===== src/rtl/ising_run_ctrl_if.sv =====
// rtl/ising_run_ctrl_if.sv - run control, spin capture and weight-write gating signals of ising_run_ctrl
interface ising_run_ctrl_if #(
  parameter int N     = 8,
  parameter int CNT_W = 32
);
  logic             start;
  logic             abort;
  logic [CNT_W-1:0] run_cycles;
  logic             busy;
  logic             done;
  logic [N-1:0]     spins;
  logic             ising_rstn;
  logic [N-1:0]     osc_out;
  logic             host_wready;
  logic             mat_wready;
  logic             wr_blocked;

  modport master (
    output start, abort, run_cycles, osc_out, host_wready,
    input  busy, done, spins, ising_rstn, mat_wready, wr_blocked
  );

  modport slave (
    input  start, abort, run_cycles, osc_out, host_wready,
    output busy, done, spins, ising_rstn, mat_wready, wr_blocked
  );
endinterface


===== src/rtl/ising_run_ctrl.sv =====
// rtl/ising_run_ctrl.sv - run sequencer for the oscillator matrix; ISING_MAJORITY_EN enables multi-snapshot majority capture
module ising_run_ctrl #(
  parameter int N           = 8,
  parameter int CNT_W       = 32,
  parameter int RST_CYCLES  = 16,
  parameter int SYNC_STAGES = 2,
  parameter int SAMPLES     = 3,
  parameter int SAMPLE_GAP  = 4
) (
  input logic clk,
  input logic axi_rstn,
  ising_run_ctrl_if.slave bus
);

  typedef enum logic [1:0] {IDLE, HOLD, RUN, SAMPLE} state_t;

  state_t           state, state_nxt;
  logic [CNT_W-1:0] cnt, cnt_nxt;
  logic [CNT_W-1:0] r_len, r_len_nxt;
  logic             rstn_q, rstn_nxt;
  logic             done_q, done_nxt;
  logic [N-1:0]     spins_q, spins_nxt;
  logic             wr_blocked_q;
  logic [N-1:0]     sync_q [SYNC_STAGES];
  logic [N-1:0]     osc_s;
  logic             start_ok;

  assign osc_s    = sync_q[SYNC_STAGES-1];
  assign start_ok = bus.start && !bus.abort;

  assign bus.busy       = (state != IDLE);
  assign bus.done       = done_q;
  assign bus.spins      = spins_q;
  assign bus.ising_rstn = rstn_q;
  assign bus.wr_blocked = wr_blocked_q;
  assign bus.mat_wready = bus.host_wready && (state == IDLE);

`ifdef ISING_MAJORITY_EN
  localparam int OW = $clog2(SAMPLES + 1);
  localparam logic [CNT_W-1:0] SAMPLE_LEN = CNT_W'((SAMPLES - 1) * SAMPLE_GAP);

  logic [OW-1:0]    ones_q [N];
  logic [OW-1:0]    ones_nxt [N];
  logic [CNT_W-1:0] gap_q, gap_nxt;
`endif

  always_comb begin
    state_nxt = state;
    cnt_nxt   = cnt;
    r_len_nxt = r_len;
    rstn_nxt  = rstn_q;
    done_nxt  = done_q;
    spins_nxt = spins_q;
`ifdef ISING_MAJORITY_EN
    gap_nxt   = gap_q;
    ones_nxt  = ones_q;
`endif
    case (state)
      IDLE: begin
        rstn_nxt = 1'b0;
        if (start_ok) begin
          done_nxt  = 1'b0;
          r_len_nxt = (bus.run_cycles == '0) ? CNT_W'(1) : bus.run_cycles;
          cnt_nxt   = CNT_W'(RST_CYCLES - 1);
          state_nxt = HOLD;
        end
      end
      HOLD: begin
        if (bus.abort) begin
          state_nxt = IDLE;
          rstn_nxt  = 1'b0;
        end else if (cnt == '0) begin
          rstn_nxt  = 1'b1;
          cnt_nxt   = r_len - CNT_W'(1);
          state_nxt = RUN;
        end else begin
          cnt_nxt = cnt - CNT_W'(1);
        end
      end
      RUN: begin
        if (bus.abort) begin
          state_nxt = IDLE;
          rstn_nxt  = 1'b0;
        end else if (cnt == '0) begin
          state_nxt = SAMPLE;
`ifdef ISING_MAJORITY_EN
          cnt_nxt = SAMPLE_LEN;
          gap_nxt = '0;
          for (int i = 0; i < N; i++) ones_nxt[i] = '0;
`endif
        end else begin
          cnt_nxt = cnt - CNT_W'(1);
        end
      end
      SAMPLE: begin
        if (bus.abort) begin
          state_nxt = IDLE;
          rstn_nxt  = 1'b0;
`ifdef ISING_MAJORITY_EN
          for (int i = 0; i < N; i++) ones_nxt[i] = '0;
`endif
        end else begin
`ifdef ISING_MAJORITY_EN
          // cnt and gap_q stay aligned, so the last window always ends on a snapshot cycle
          if (gap_q == '0) begin
            if (cnt == '0) begin
              for (int i = 0; i < N; i++)
                spins_nxt[i] = (int'(ones_q[i]) + int'(osc_s[i])) > (SAMPLES / 2);
              done_nxt  = 1'b1;
              rstn_nxt  = 1'b0;
              state_nxt = IDLE;
            end else begin
              for (int i = 0; i < N; i++) ones_nxt[i] = ones_q[i] + OW'(osc_s[i]);
              gap_nxt = CNT_W'(SAMPLE_GAP - 1);
            end
          end else begin
            gap_nxt = gap_q - CNT_W'(1);
          end
          if (cnt != '0) cnt_nxt = cnt - CNT_W'(1);
`else
          spins_nxt = osc_s;
          done_nxt  = 1'b1;
          rstn_nxt  = 1'b0;
          state_nxt = IDLE;
`endif
        end
      end
      default: begin
        state_nxt = IDLE;
        rstn_nxt  = 1'b0;
      end
    endcase
  end

  always_ff @(posedge clk or negedge axi_rstn) begin
    if (!axi_rstn) begin
      state        <= IDLE;
      cnt          <= '0;
      r_len        <= '0;
      rstn_q       <= 1'b0;
      done_q       <= 1'b0;
      spins_q      <= '0;
      wr_blocked_q <= 1'b0;
      for (int s = 0; s < SYNC_STAGES; s++) sync_q[s] <= '0;
`ifdef ISING_MAJORITY_EN
      gap_q <= '0;
      for (int i = 0; i < N; i++) ones_q[i] <= '0;
`endif
    end else begin
      state        <= state_nxt;
      cnt          <= cnt_nxt;
      r_len        <= r_len_nxt;
      rstn_q       <= rstn_nxt;
      done_q       <= done_nxt;
      spins_q      <= spins_nxt;
      wr_blocked_q <= bus.host_wready && (state != IDLE);
      sync_q[0]    <= bus.osc_out;
      for (int s = 1; s < SYNC_STAGES; s++) sync_q[s] <= sync_q[s-1];
`ifdef ISING_MAJORITY_EN
      gap_q  <= gap_nxt;
      ones_q <= ones_nxt;
`endif
    end
  end

endmodule


===== src/flat_wrapper.sv =====
// flat-port wrapper written by rule: the top's interface ports become plain ports
module ising_run_ctrl_flat 
#(
  parameter int N           = 8,
  parameter int CNT_W       = 32,
  parameter int RST_CYCLES  = 16,
  parameter int SYNC_STAGES = 2,
  parameter int SAMPLES     = 3,
  parameter int SAMPLE_GAP  = 4
)
  (clk, axi_rstn, bus_start, bus_abort, bus_run_cycles, bus_osc_out, bus_host_wready, bus_busy, bus_done, bus_spins, bus_ising_rstn, bus_mat_wready, bus_wr_blocked);
  ising_run_ctrl_if #(.N(N), .CNT_W(CNT_W)) bus_i ();
  input logic clk;
  input logic axi_rstn;
  input wire logic [$bits(bus_i.start)-1:0] bus_start;
  input wire logic [$bits(bus_i.abort)-1:0] bus_abort;
  input wire logic [$bits(bus_i.run_cycles)-1:0] bus_run_cycles;
  input wire logic [$bits(bus_i.osc_out)-1:0] bus_osc_out;
  input wire logic [$bits(bus_i.host_wready)-1:0] bus_host_wready;
  output wire logic [$bits(bus_i.busy)-1:0] bus_busy;
  output wire logic [$bits(bus_i.done)-1:0] bus_done;
  output wire logic [$bits(bus_i.spins)-1:0] bus_spins;
  output wire logic [$bits(bus_i.ising_rstn)-1:0] bus_ising_rstn;
  output wire logic [$bits(bus_i.mat_wready)-1:0] bus_mat_wready;
  output wire logic [$bits(bus_i.wr_blocked)-1:0] bus_wr_blocked;
  assign bus_i.start = bus_start;
  assign bus_i.abort = bus_abort;
  assign bus_i.run_cycles = bus_run_cycles;
  assign bus_i.osc_out = bus_osc_out;
  assign bus_i.host_wready = bus_host_wready;
  assign bus_busy = bus_i.busy;
  assign bus_done = bus_i.done;
  assign bus_spins = bus_i.spins;
  assign bus_ising_rstn = bus_i.ising_rstn;
  assign bus_mat_wready = bus_i.mat_wready;
  assign bus_wr_blocked = bus_i.wr_blocked;
  ising_run_ctrl #(.N(N), .CNT_W(CNT_W), .RST_CYCLES(RST_CYCLES), .SYNC_STAGES(SYNC_STAGES), .SAMPLES(SAMPLES), .SAMPLE_GAP(SAMPLE_GAP)) u_core (.clk(clk), .axi_rstn(axi_rstn), .bus(bus_i));
endmodule

===== config.mk =====
export PLATFORM = sky130hd
export DESIGN_NAME = ising_run_ctrl_flat
export DESIGN_NICKNAME = d
export VERILOG_FILES = /design/src/rtl/ising_run_ctrl_if.sv /design/src/rtl/ising_run_ctrl.sv /design/src/flat_wrapper.sv
export SDC_FILE = /design/constraint.sdc
export NUM_CORES = 1
export LEC_CHECK = 0
export CAP_MARGIN = 25
export CORE_ASPECT_RATIO = 1.1
export CORE_MARGIN = 8
export CORE_UTILIZATION = 34
export DETAILED_ROUTE_END_ITERATION = 12
export SLEW_MARGIN = 5
export SYNTH_ARGS = -nofsm -noshare
export SYNTH_HDL_FRONTEND = slang
export SYNTH_SLANG_ARGS = --single-unit

===== constraint.sdc =====
create_clock -name clk -period 2.78 [get_ports clk]
set_input_delay 0.695 -clock clk [delete_from_list [all_inputs] [get_ports clk]]
set_output_delay 0.695 -clock clk [all_outputs]
set_load 0.01 [all_outputs]

==> results.py, run 1 <==
metrics = {
    "floorplanning": {
        "start_util_pct": 34.74,
        "core_area_um2": 15000,
        "fp-row-count": 47,
        "die-area_um2": 19540,
        "die_w_um": 134.0,
        "die_h_um": 145.8,
        "ioPinCount": 58,
    },
    "yosys": {
        "synth-async-reset-ratio_pct": 100.0,
        "synth_edf_count": 0,
        "synth_top_area_share_pct": 44.68,
        "synth_top_flop_cell": "dfrtp_1",
        "yosysTopAreaCell": "dfrtp_1",
        "synth_common_cells": "93 x dfrtp_1, 39 x mux2_2, 37 x nand2_1, 37 x nor2_1, 36 x o21ai_0",
        "synth.area.top_cells": "dfrtp_1 45%, mux2_2 8.4%, xor2_1 4.0%",
        "yosys_warnings": 0,
        "synth.distinct_cells": 64,
        "yosysSeqAreaShare_pct": 44.68,
        "syn_nets": 580,
        "synth_area_per_cell_um2": 9.884,
        "synth.most_common_cell": "dfrtp_1",
        "ys_ff_latch": 93,
        "synth_cells": 527,
        "netlist_area_um2": 5209,
    },
    "route": {
        "wire_per_inst_um": 17.81,
        "drc": 0,
        "vias": 4491,
        "ant_nets": 0,
        "first_iter_violations": 217,
        "wirelength_um": 14280,
        "drt_pass1_iterations": 5,
        "vias_per_cell": 5.600,
    },
    "final_layout": {
        "fin_nets": 654,
        "synthToLayoutAreaGrowth_pct": 25.10,
        "diodes": 0,
        "nFillCells": 1458,
        "layout-drive-gt1-share_pct": 17.66,
    },
    "clocking": {
        "root_buffer": "clkbuf_16",
        "cts_tree": "done",
        "cts.hold.buffers_added": 0,
        "clkLatencyLatePin_ps": 340,
        "clock_sinks": 93,
        "clock_tree.buffer_depth": 2,
        "path_clk_slew_ps": 70,
        "ctsHtreeMaxLevel": 3,
        "cts_made_buffers": 9,
    },
    "setup_path": {
        "setup.worst_path.start_class": "flop",
        "critPathKind": "reg -> out",
        "worstPathArrival_ps": 1930,
        "endpoint_kind": "primary output",
        "worst_ep_required_time_ps": 2090,
        "crit_fanout": 11,
        "rrSetupSlack_ps": 220,
    },
    "timing": {
        "setup_tns_ps": 0,
        "report.final.slew_viol_count": 0,
        "slew_headroom_pct": 62.93,
        "finalClockSkew_ps": 6.537,
        "final-hold-violation-count": 0,
        "rsz0062_at_grt": "no",
        "max_freq_mhz": 381.4,
        "whs_ps": 301.1,
        "period_minus_slack_ps": 2622,
        "setup_viol": 0,
        "period_share_pct": 94.32,
        "worstMarginPinSlew_ps": 551.8,
    },
    "power": {
        "switching_share_pct": 38.20,
        "combPwrFrac_pct": 38.5,
        "p_leak_nw": 2.652,
        "cellPowerDensity_nw_per_um2": 868.8,
        "clockPowerShare_pct": 24.2,
        "ir_drop_uv": 505.4,
        "power.switching_mw": 2.163,
        "power_frac_seq_pct": 37.3,
        "intPower_mw": 3.498,
    },
    "outcome": {
        "status": "completed",
    },
    "grt": {
        "grt_start_max_net_pins": 38,
        "grt_pass1_vias": 4671,
        "track_usage_pct": 14.90,
        "grt_pass1_wl_um": 23810,
        "antenna_found_initial": 0,
        "overflow": 0,
    },
    "placed_design": {
        "routabilityCongestion": 0.9071,
        "numPortBuffers": 57,
        "hpwl_um": 10610,
    },
    "job": {
        "maxCapViolations": 0,
    },
    "hold_path": {
        "hold_path.class": "in -> async",
    },
}
[power groups by stage]
stage / clock, mW / sequential, mW / combinational, mW
finish: 1.37 / 2.11 / 2.18
floorplan: 0 / 2.03 / 1.36
detailed placement: 0 / 2.13 / 2.15
CTS: 1.40 / 2.10 / 2.17
global placement: 0 / 2.10 / 2.12
global route: 1.45 / 2.16 / 2.39
[metal layers]
layer	vias up	GRT usage, %	part of all wire (%)
met5	-	0	0
met4	0	6.296	2.0
met3	21	2.314	4.4
met2	150	24.50	48
met1	2199	18.97	45
li1	2121	-	-
[placed cells by master, fill, tap and decap left out, drive strengths merged, types with 27 or more instances in the layout]
| cell type | count |
|---|---|
| dfrtp | 93 |
| clkdlybuf4s50 | 56 |
| o21ai | 41 |
| mux2 | 39 |
| nor2 | 37 |
| nand2 | 37 |
| nor4 | 33 |
| buf | 32 |
| nor3 | 28 |
| a21oi | 27 |
[final timing paths]
kind,from,end,depth (start not counted)
worst max-delay path,u_core.state[1]$_DFFE_PN0P_,bus_mat_wready,4
worst min-delay path,axi_rstn,u_core.bus.spins[1]$_DFFE_PN0P_,1
worst max register to register,u_core.cnt[0]$_DFFE_PN0P_,u_core.cnt[31]$_DFFE_PN0P_,9
worst min register to register,u_core.sync_q[15]$_DFF_PN0_,u_core.osc_s[7]$_DFF_PN0_,0
max in group asynchronous,axi_rstn,u_core.r_len[11]$_DFFE_PN0P_,2
min in group clk,u_core.sync_q[15]$_DFF_PN0_,u_core.osc_s[7]$_DFF_PN0_,0
[through the flow]
step	std cells	setup slack (ps)	area [um^2]	power (mW)	util, %
after floorplan	527	450.8	5209	3.387	-
after global placement	786	249.0	6181	4.221	41.22
after detailed placement	786	165.1	6181	4.279	41.22
after CTS	802	21.59	6514	5.673	43.44
after global routing	802	49.01	6516	6.005	43.45
final	802	157.8	6516	5.661	43.45
[flip-flops by register name, summed over array words and instances (netlist names)]
name and cells:
u_core.bus.spins 8, u_core.osc_s 8, u_core.bus.ising_rstn 1, u_core.bus.wr_blocked 1, u_core.bus.done 1, u_core.state 2
u_core.cnt 32, u_core.r_len 32, u_core.sync_q 8
[cells by family after synthesis]
group | synth area share [%]
simple gates | 19.87
compound gates | 15.61
flops | 44.68
mux | 9.008
buf+inv | 3.531
xor+xnor | 5.381
fa+ha+maj | 1.922
[layout make-up]
type / instances / area (um^2) / share of cell area, %
multi-input combinational: 393 / 2700 / 41.44
timing repair buffer: 88 / 850.8 / 13.06
clock buffer: 9 / 225.2 / 3.456
clock inverter: 7 / 107.6 / 1.651
inverter: 16 / 60.06 / 0.9217
tap: 196 / 245.2 / 3.763
sequential: 93 / 2327 / 35.71
[critical path, stage by stage (launching register included)]
cell and delay [ps]:
dfrtp_1 430, inv_1 120, ha_2 320, and2_1 170, clkdlybuf4s50_1 550
[repair_timing]
action                     4_1_cts  5_1_grt
gates resized for setup          0        1
setup endpoints to repair        0        1
buffers inserted                 0        0
No activity file was read; power rests on OpenSTA's default activity.
==> inputs of run 2 (changes only) <==
==> constraint.sdc (replaced) <==
create_clock -name clk -period 2.1 [get_ports clk]
set_input_delay 0.525 -clock clk [delete_from_list [all_inputs] [get_ports clk]]
set_output_delay 0.525 -clock clk [all_outputs]
set_load 0.01 [all_outputs]
==> run 2 against run 1 <==
The run now ends with setup timing left. Clock skew about the same. Die area unchanged. Power increased by 59%. Highest routed layer unchanged. Critical path type is now reg -> reg. Setup slack got worse by 430 ps.
==> results.py, run 2 (synthesized netlist as in run 1, its figures left out) <==
metrics = {
    "timing": {
        "period_minus_slack_ps": 2373,
        "rsz0062_at_grt": "yes",
        "finalClockSkew_ps": 6.103,
        "setup_slack_ps": -272.9,
        "slew_headroom_pct": 72.54,
        "worstMarginPinSlew_ps": 406.6,
        "whs_ps": 111.0,
        "report.final.slew_viol_count": 0,
        "setup_viol": 35,
        "period_share_pct": 113.0,
        "final-hold-violation-count": 0,
        "max_freq_mhz": 421.4,
    },
    "route": {
        "first_iter_violations": 278,
        "vias_per_cell": 5.516,
        "vias": 5058,
        "drt_pass1_iterations": 5,
        "wire_per_inst_um": 17.90,
        "ant_nets": 0,
        "wirelength_um": 16410,
        "drc": 0,
    },
    "setup_path": {
        "crit_fanout": 5,
        "crit_top_cell": "buf_4",
        "critPathKind": "reg -> reg",
        "crit_family": "compound AO/OA/AOI/OAI gates",
        "crit_path_max_incr_delay_ps": 420,
        "r2r_start": "u_core.cnt[0]$_DFFE_PN0P_",
        "crit_start": "u_core.cnt[0]$_DFFE_PN0P_",
        "critPathSlowestCell": "dfrtp_1",
        "setup.worst_path.start_class": "flop",
        "path_buf_inv": 4,
        "endpoint_kind": "flop",
        "worst_ep_required_time_ps": 2390,
        "crit_chain": "inv_2 -> ha_4 -> nor4b_4 -> nand4_4 -> buf_6 -> o31ai_4 -> buf_4 -> a21o_4 -> buf_4 -> o2bb2ai_1 -> o221a_2",
        "worstPathArrival_ps": 2670,
    },
    "power": {
        "clockPowerShare_pct": 18.4,
        "p_leak_nw": 3.402,
        "combPwrFrac_pct": 52.5,
        "ir_drop_uv": 592.8,
        "switching_share_pct": 39.41,
        "power_frac_seq_pct": 29.0,
        "intPower_mw": 5.464,
        "power.switching_mw": 3.553,
        "cellPowerDensity_nw_per_um2": 1120,
    },
    "final_layout": {
        "fin_nets": 769,
        "reg_top3": "u_core.cnt: 32 flops, u_core.r_len: 32 flops",
        "diodes": 0,
        "final_util_pct": 53.68,
        "synthToLayoutAreaGrowth_pct": 54.53,
        "final_cell_mix": "118 x buf_4, 93 x dfrtp_1, 54 x clkdlybuf4s50_1, 39 x mux2_2, 35 x nor2_1",
        "final_common_cell": "buf_4",
        "layout-drive-gt1-share_pct": 42.44,
    },
    "floorplanning": {
        "fp-row-count": 47,
        "ioPinCount": 58,
        "die_h_um": 145.8,
        "die_w_um": 134.0,
        "die-area_um2": 19540,
        "start_util_pct": 34.74,
        "core_area_um2": 15000,
    },
    "outcome": {
        "violations": "setup timing",
        "status": "complete, but fails checks",
    },
    "grt": {
        "antenna_found_initial": 0,
        "track_usage_pct": 16.17,
        "overflow": 0,
        "grt_pass1_vias": 5108,
        "grt_pass1_wl_um": 25720,
        "grt_start_max_net_pins": 34,
    },
    "clocking": {
        "ctsHtreeMaxLevel": 3,
        "cts_tree": "done",
        "path_clk_slew_ps": 80,
        "cts_made_buffers": 9,
        "clkLatencyLatePin_ps": 350,
        "root_buffer": "clkbuf_16",
        "clock_tree.buffer_depth": 2,
        "cts.hold.buffers_added": 0,
        "clock_sinks": 93,
    },
    "placed_design": {
        "hpwl_um": 11950,
        "numPortBuffers": 57,
        "routabilityCongestion": 0.9287,
    },
    "hold_path": {
        "hold_path.class": "in -> async",
    },
    "job": {
        "maxCapViolations": 0,
    },
}
run 2: worst paths after layout:
check	slack, ps	cells past startpoint	to
min in group clk	350	0	u_core.osc_s[3]$_DFF_PN0_
worst max-delay path	-270	11	u_core.cnt[31]$_DFFE_PN0P_
worst min-delay path	110	1	u_core.bus.spins[5]$_DFFE_PN0P_
worst min register to register	350	0	u_core.osc_s[3]$_DFF_PN0_
worst max register to register	-270	11	u_core.cnt[31]$_DFFE_PN0P_
max in group asynchronous	1450	2	u_core.cnt[18]$_DFFE_PN0P_
run 2: per-stage QoR:
stage	instance area [um^2]	setup TNS (ps)	instances	total power, mW	worst slack (ps)
3_5_place_dp	7033	-8609	885	6.478	-344.7
2_1_floorplan	5309	-535.6	527	4.568	-90.76
6_report	8049	-5714	917	9.017	-272.9
3_3_place_gp	7033	-6660	885	6.378	-264.2
4_1_cts	7667	-5419	912	8.592	-243.5
5_1_grt	8049	-8004	917	9.484	-335.7
run 2: final cells by class:
cell class | count | area (um^2)
flip-flops and latches | 93 | 2327
fillers | 1296 | 6947
well taps | 196 | 245.2
clock inverters | 7 | 78.83
clock buffers | 9 | 225.2
multi-input cells | 393 | 3234
repair buffers | 203 | 1878
inverters | 16 | 60.06
run 2: worst register-to-register path: cells and delay by family (launching register included):
| kind | cells | cell delay [ps] |
|---|---|---|
| simple gates | 2 | 510 |
| fa+ha+maj | 1 | 120 |
| buf+inv | 4 | 580 |
| flops | 1 | 420 |
| compound gates | 4 | 690 |
run 2: layer usage:
metal	part of all wire [%]	wire length (um)	GRT usage, %
met5	0	0	0
met1	42	6945	19.48
met4	3.0	497	7.139
met2	51	8332	27.95
met3	3.9	636	2.279
run 2: power groups by stage:
stage          combinational (mW)  sequential (mW)  clock (mW)
2_1_floorplan                1.86             2.71           0
6_report                     4.74             2.62        1.66
4_1_cts                      4.29             2.60        1.69
5_1_grt                      5.06             2.67        1.76
3_3_place_gp                 3.77             2.60           0
3_5_place_dp                 3.84             2.63           0
run 2: repair_timing:
| action | 4_1_cts | 5_1_grt |
|---|---|---|
| pin swaps | 17 | 31 |
| buffers inserted | 11 | 5 |
| setup endpoints to repair | 36 | 36 |
| cloned | 2 | 1 |
| gates resized for setup | 57 | 93 |
==> inputs of run 3 (changes only) <==
--- a/config.mk
+++ b/config.mk
@@ -10,6 +10,7 @@
 export CORE_MARGIN = 8
 export CORE_UTILIZATION = 34
 export DETAILED_ROUTE_END_ITERATION = 12
+export RECOVER_POWER = 50
 export SLEW_MARGIN = 5
 export SYNTH_ARGS = -nofsm -noshare
 export SYNTH_HDL_FRONTEND = slang
==> run 3 against run 2 <==
The run still ends with setup timing left. Core utilization decreased by 0.22 points. Power shrank 0.14%. Clock-buffer cell count unchanged. Critical path type unchanged. Critical endpoint unchanged.
==> results.py, run 3 (synthesized netlist as in run 1, its figures left out) <==
metrics = {
    "outcome": {
        "status": "complete, but fails checks",
        "violations": "setup timing",
    },
    "clocking": {
        "cts_tree": "done",
        "ctsHtreeMaxLevel": 3,
        "root_buffer": "clkbuf_16",
        "cts_made_buffers": 9,
        "clkLatencyLatePin_ps": 350,
        "cts.hold.buffers_added": 0,
        "path_clk_slew_ps": 80,
        "clock_tree.buffer_depth": 2,
        "clock_sinks": 93,
    },
    "floorplanning": {
        "ioPinCount": 58,
        "fp-row-count": 47,
        "die-area_um2": 19540,
        "die_h_um": 145.8,
        "core_area_um2": 15000,
        "die_w_um": 134.0,
        "start_util_pct": 34.74,
    },
    "timing": {
        "setup_viol": 35,
        "setup_tns_ps": -5532,
        "worstMarginPinSlew_ps": 893.7,
        "whs_ps": 231.0,
        "period_share_pct": 112.5,
        "setup_slack_ps": -263.1,
        "period_minus_slack_ps": 2363,
        "rsz0062_at_grt": "yes",
        "finalClockSkew_ps": 6.224,
        "max_freq_mhz": 423.2,
        "report.final.slew_viol_count": 0,
        "slew_headroom_pct": 40.42,
        "final-hold-violation-count": 0,
    },
    "route": {
        "highest_layer": "met4",
        "wl_met3_um": 648,
        "first_iter_violations": 275,
        "ant_nets": 0,
        "wire_per_inst_um": 17.90,
        "vias_per_cell": 5.511,
        "wl_met1_um": 6973,
        "wirelength_um": 16410,
        "drc": 0,
        "drt_pass1_iterations": 5,
        "vias": 5054,
        "met2_length_um": 8318,
    },
    "power": {
        "combPwrFrac_pct": 52.5,
        "cellPowerDensity_nw_per_um2": 1123,
        "switching_share_pct": 39.44,
        "power.switching_mw": 3.551,
        "intPower_mw": 5.454,
        "p_leak_nw": 3.393,
        "clockPowerShare_pct": 18.5,
        "ir_drop_uv": 595.0,
        "power_frac_seq_pct": 29.0,
        "power_mw": 9.005,
    },
    "grt": {
        "antenna_found_initial": 0,
        "grt_pass1_vias": 5108,
        "grt_pass1_wl_um": 25720,
        "grt_start_max_net_pins": 34,
        "track_usage_pct": 16.17,
        "overflow": 0,
    },
    "placed_design": {
        "routabilityCongestion": 0.9287,
        "hpwl_um": 11950,
        "numPortBuffers": 57,
        "place_ws_ps": -344.7,
    },
    "setup_path": {
        "setup.worst_path.start_class": "flop",
        "critPathKind": "reg -> reg",
        "crit_path_max_incr_delay_ps": 420,
        "crit_path_end": "u_core.cnt[31]$_DFFE_PN0P_",
        "critPathSlowestCell": "dfrtp_1",
        "worstPathArrival_ps": 2660,
        "ff2ff_path_depth": 11,
        "crit_chain": "inv_2 -> ha_4 -> nor4b_4 -> nand4_4 -> buf_6 -> o31ai_4 -> buf_4 -> a21o_4 -> buf_4 -> o2bb2ai_1 -> o221a_2",
        "path_buf_inv": 4,
        "crit_start": "u_core.cnt[0]$_DFFE_PN0P_",
        "r2r_start": "u_core.cnt[0]$_DFFE_PN0P_",
        "crit_cells": 11,
        "crit_fanout": 5,
        "rrSetupSlack_ps": -260,
        "crit_family": "compound AO/OA/AOI/OAI gates",
        "endpoint_kind": "flop",
        "r2r_end": "u_core.cnt[31]$_DFFE_PN0P_",
        "crit_top_cell": "buf_4",
        "worst_ep_required_time_ps": 2400,
    },
    "final_layout": {
        "synthToLayoutAreaGrowth_pct": 53.90,
        "final_common_cell": "buf_4",
        "layout-drive-gt1-share_pct": 42.44,
        "fin_nets": 769,
        "nFillCells": 1299,
        "reg_top3": "u_core.cnt: 32 flops, u_core.r_len: 32 flops",
        "final_cell_mix": "117 x buf_4, 93 x dfrtp_1, 46 x clkdlybuf4s50_1, 39 x mux2_2, 35 x nor2_1",
        "diodes": 0,
    },
    "job": {
        "maxCapViolations": 0,
    },
    "hold_path": {
        "hold_path.class": "in -> async",
    },
}
-- run 3: changes by cell type in the layout (fill, tap and decap cells not counted), sizes merged --
cell,before,now
clkdlybuf4s50,54,46
clkbuf,11,14
dlygate4sd3,0,8
buf,146,143
-- run 3: area by class of cell --
cell class	instances	area [um^2]	share of cell area, %
clock buffer	9	225.2	2.809
sequential	93	2327	29.03
inverter	16	60.06	0.7492
clock inverter	7	78.83	0.9833
tap	196	245.2	3.059
timing repair buffer	203	1846	23.02
multi-input combinational	393	3234	40.35
-- run 3: how the worst min path moves through the flow --
stage	from	endpoint	slack, ps	cells after the start
3_3_place_gp	u_core.sync_q[14]$_DFF_PN0_	u_core.osc_s[6]$_DFF_PN0_	330	0
5_1_grt	axi_rstn	u_core.sync_q[12]$_DFF_PN0_	310	1
6_report	axi_rstn	u_core.osc_s[3]$_DFF_PN0_	230	1
2_1_floorplan	axi_rstn	u_core.bus.done$_DFFE_PN0P_	230	0
3_5_place_dp	u_core.sync_q[14]$_DFF_PN0_	u_core.osc_s[6]$_DFF_PN0_	330	0
4_1_cts	axi_rstn	u_core.bus.spins[5]$_DFFE_PN0P_	110	1
-- run 3: power groups by stage --
| stage | logic [mW] | clock network [mW] | registers [mW] |
|---|---|---|---|
| after CTS | 4.29 | 1.69 | 2.60 |
| after global routing | 5.04 | 1.76 | 2.67 |
| after floorplan | 1.86 | 0 | 2.71 |
| final | 4.73 | 1.66 | 2.62 |
| after detailed placement | 3.84 | 0 | 2.63 |
| after global placement | 3.77 | 0 | 2.60 |
-- run 3: worst register-to-register path: stages (launching register included) --
cell	delay (ps)
dfrtp_1	420
inv_2	100
ha_4	120
nor4b_4	300
nand4_4	210
buf_6	180
o31ai_4	190
buf_4	150
a21o_4	160
buf_4	140
o2bb2ai_1	130
o221a_2	210
-- run 3: metrics by stage --
step	cell area, um^2	instances	util (%)
2_1_floorplan	5309	527	-
3_3_place_gp	7033	885	46.90
3_5_place_dp	7033	885	46.90
4_1_cts	7667	912	51.13
5_1_grt	8016	917	53.46
6_report	8016	917	53.46
-- run 3: layer usage --
metal | vias up | track usage [%]
met3 | 33 | 2.279
met5 | - | 0
met4 | 0 | 7.139
met1 | 2529 | 19.48
met2 | 148 | 27.95
li1 | 2344 | -
-- run 3: repair_timing --
item,in CTS,in global routing
buffers inserted,11,5
endpoints found under the hold margin,0,0
setup endpoints to repair,36,36
resized for setup,57,93
pin swaps,17,31
gates cloned,2,1
